File: config.mk
export PLATFORM = sky130hd
export DESIGN_NAME = vending_machine
export DESIGN_NICKNAME = d
export VERILOG_FILES = /design/src/rtl/vending_machine.sv
export SDC_FILE = /design/constraint.sdc
export NUM_CORES = 1
export LEC_CHECK = 0
export CORE_AREA = 5 5 42 44
export DETAILED_ROUTE_END_ITERATION = 7
export DIE_AREA = 0 0 47 49
export PLACE_DENSITY = 0.66
export SLEW_MARGIN = 20
export SYNTH_ARGS = -nofsm -noshare
export SYNTH_HDL_FRONTEND = slang
export SYNTH_SLANG_ARGS = --single-unit
File: constraint.sdc
create_clock -name clk -period 2.17 [get_ports clk]
set_input_delay 0.217 -clock clk [delete_from_list [all_inputs] [get_ports clk]]
set_output_delay 0.217 -clock clk [all_outputs]
set_load 0.01 [all_outputs]
File: src/rtl/vending_machine.sv
// Rs25 vending machine with Rs5..Rs25 coins.
// Credit is held in Rs5 units; vend/change are registered one-cycle pulses.
module vending_machine (
  input  logic       clk,
  input  logic       rst,
  input  logic [2:0] coin,
  output logic       vend,
  output logic [2:0] change,
  output logic [2:0] state
);

  typedef enum logic [2:0] {
    IDLE        = 3'b000,
    FIVE        = 3'b001,
    TEN         = 3'b010,
    FIFTEEN     = 3'b011,
    TWENTY      = 3'b100,
    TWENTY_FIVE = 3'b101
  } state_e;

  localparam logic [3:0] PRICE_U = 4'd5;

  state_e     state_q, state_d;
  logic       vend_q, vend_d;
  logic [2:0] change_q, change_d;
  logic       coin_ok;
  logic [3:0] sum;

  // Coin codes 1..5 map to Rs5..Rs25, i.e. their own Rs5 unit count.
  always_comb begin
    coin_ok = (coin != 3'd0) && (coin <= 3'd5);
    sum     = {1'b0, state_q} + {1'b0, coin};
  end

  // Next credit, vend pulse and change for the coming edge.
  always_comb begin
    state_d  = state_q;
    vend_d   = 1'b0;
    change_d = 3'd0;
    if (state_q == TWENTY_FIVE) begin
      state_d = IDLE;
    end else if (coin_ok) begin
      if (sum < PRICE_U) begin
        state_d = state_e'(sum[2:0]);
      end else begin
        vend_d   = 1'b1;
        // sum is 5..9, low bits minus 5 wrap to 0..4.
        change_d = sum[2:0] - 3'd5;
        state_d  = IDLE;
      end
    end
  end

  // Credit and output registers, cleared asynchronously.
  always_ff @(posedge clk or negedge rst) begin
    if (!rst) begin
      state_q  <= IDLE;
      vend_q   <= 1'b0;
      change_q <= 3'd0;
    end else begin
      state_q  <= state_d;
      vend_q   <= vend_d;
      change_q <= change_d;
    end
  end

  assign state  = state_q;
  assign vend   = vend_q;
  assign change = change_q;

endmodule

==> results by group <==
Status
  • Status: finished, final reports clean

STA
  • Fin crit period: 2110 ps
  • Fmax: 474 MHz
  • Clock Skew: 1.43 ps
  • Setup slack after layout: 62.1 ps
  • Final Max Slew Viols: 0
  • Least-Margin Pin Slew: 396 ps
  • Slew HR: 0.734
  • Final count of hold timing violations: 0
  • Fin crit share: 0.971
  • # setup viols final: 0
  • Unrepaired setup endpoints after global routing: no
  • Sum Neg Setup Slack: 0 ps

Floorplan
  • I/O Pins: 12
  • CORE AREA: 0.00140 mm²
  • Die area: 0.00230 mm²
  • DIE WIDTH: roughly 47 µm
  • Row count: 14
  • Initial core utilization: 0.316
  • DIE HEIGHT: between 40 and 50 µm

Logic synthesis
  • Synth Register Bits: 7
  • Post-synth net total: 53
  • Post-Syn Area: roughly 440 µm²
  • Gate Count Post-Synth: 43
  • Register area share after synthesis: 0.395
  • Area share of the largest cell type after synthesis: 0.395
  • Ranking of synthesized cells by area: dfrtp_1 (40%), ha_1 (11%), a21oi_1 (5.6%), fa_1 (4.5%), nor3_1 (4.5%)
  • Distinct cells, synth: 21
  • Synthesized area per cell: 10.3 µm²
  • Post-synth top area cell: dfrtp_1
  • Syn. warnings: 0

Drt
  • Drt initial violations: 7
  • Routed WL: 1000 µm
  • Via count: slightly above 400
  • Drt drc: 0
  • Drt via density: between 5 and 6
  • Router iterations before antenna repair: 4
  • DR WL/cell: 12.4 µm
  • Post-route antenna net violation count: 0

Worst setup path
  • Worst setup path class: reg2reg
  • Crit start category: flip-flop
  • CP endpoint kind: flip-flop
  • Critical Path AT: 2270 ps
  • Critical Path RT: between 2000 and 2500 ps
  • CP Max Fanout: 4

CTS
  • CTS root buf: clkbuf_4
  • Clock edge transition at the registers on the reported setup and hold paths: 50 ps
  • Post_cts resized: 0
  • Clock Tree Buf Depth: 2
  • Hold_buf cts: 0
  • Clk Latency, worst-skew pair: 250 ps
  • Num CTS Buffers: 3
  • CTS sink count: 7
  • Clock tree from TritonCTS: yes
  • Post-CTS Setup Inserts: 0
  • H-tree depth: 1

Pwr
  • Maximum VDD drop: 0.594 mV
  • Power Dens Cells: 1340 mW/mm²
  • LEAKAGE: 0.000306 µW
  • Total power draw: 873 µW

Flow run
  • Max-Cap Viols: 0

Placement
  • RD Place Congestion: 0.804
  • Pre-CTS setup slack: -171 ps
  • # port buffers: 11
  • Detail Placement HPWL: 805 µm

Global routing
  • All-Layer GR Usage: 0.102
  • Vias in the first global route: 397
  • First-pass GRT wire length: 1660 µm
  • Antenna violations before repair: 0
  • Gr ovfl total: 0
  • Largest net degree at the start of global routing: 8

Cells and area
  • Diodes inserted: 0
  • Most common cell after layout, fill and taps aside: clkdlybuf4s50_1
  • Final #Nets: 76
  • Core Util, Final: 0.465
  • Layout cells sized above 1: 0.200
  • Most frequent cells in the layout: clkdlybuf4s50_1 (11), dfrtp_1 (7), buf_4 (7)
  • Area grow syn2layout: 47.2%

Min path
  • Worst hold path class: in2async
worst max-delay path, stage by stage (launching register included):
cell      delay (ps)
dfrtp_1          410
ha_1             220
fa_1             430
inv_1            110
ha_1             230
inv_1             60
a2111o_1         360
a211oi_2         210
final timing paths:
check / startpoint / end / slack [ps] / cells past startpoint
max: state[0] / state[2] / 60 / 7
min in group clk: state[0] / state[0] / 650 / 2
min reg2reg: state[0] / state[0] / 650 / 2
max in group asynchronous: rst / vend / 1700 / 1
max reg2reg: state[0] / state[2] / 60 / 7
min: rst / state[1] / 230 / 1
per-stage QoR:
step,hold WS [ps],cells,instance area (µm²)
floorplan,-78.6,43,443
global placement,488,77,626
detailed placement,503,77,626
global route,231,81,652
CTS,231,81,652
finish,230,81,652
synthesized netlist by cell type, drive strengths merged:
cell / instances
xnor2: 2
ha: 4
fa: 1
nand2: 1
a21o: 1
a21oi: 5
inv: 5
nor2: 2
and3b: 1
a21boi: 1
a211oi: 2
o221ai: 1
o221a: 1
a31o: 1
a2111o: 1
nor3: 4
dfrtp: 7
nor2b: 1
or3: 1
a211o: 1
layer usage:
metal / part of all wire / up-vias / track usage
met4: 0 / 0 / 0.0829
met2: 0.49 / 12 / 0.143
li1: - / 202 / -
met5: 0 / - / 0
met1: 0.44 / 193 / 0.126
met3: 0.070 / 0 / 0.0258
flip-flops by register name, summed over array words and instances, names as in the netlist:
register and cells:
change 3, state 3, vend 1
cells by family after synthesis:
group | count (synthesis) | synth area share
AOI/OAI and AO/OA | 14 | 0.246
and+or+nand+nor | 10 | 0.119
DFF | 7 | 0.395
buffers and inverters | 5 | 0.0424
adders and majority gates | 5 | 0.158
xor gates and xnor gates | 2 | 0.0396
area by class of cell:
cell class / count / area, µm²
multi-input cells: 31 / 249
clock buffers: 4 / 26.3
well taps: 16 / 20.0
fillers: 142 / 749
inverters: 5 / 18.8
repair buffers: 18 / 163
flip-flops and latches: 7 / 175
where the power goes:
group	leakage [µW]	switching (µW)	total, µW	internal [µW]
Sequential	0.0000911	35.2	218	183
Clock	0.0000150	47.0	117	70.1
Combinational	0.000200	241	537	296
Total	0.000306	323	873	549
Note: power is estimated with default switching activity, not from simulation.
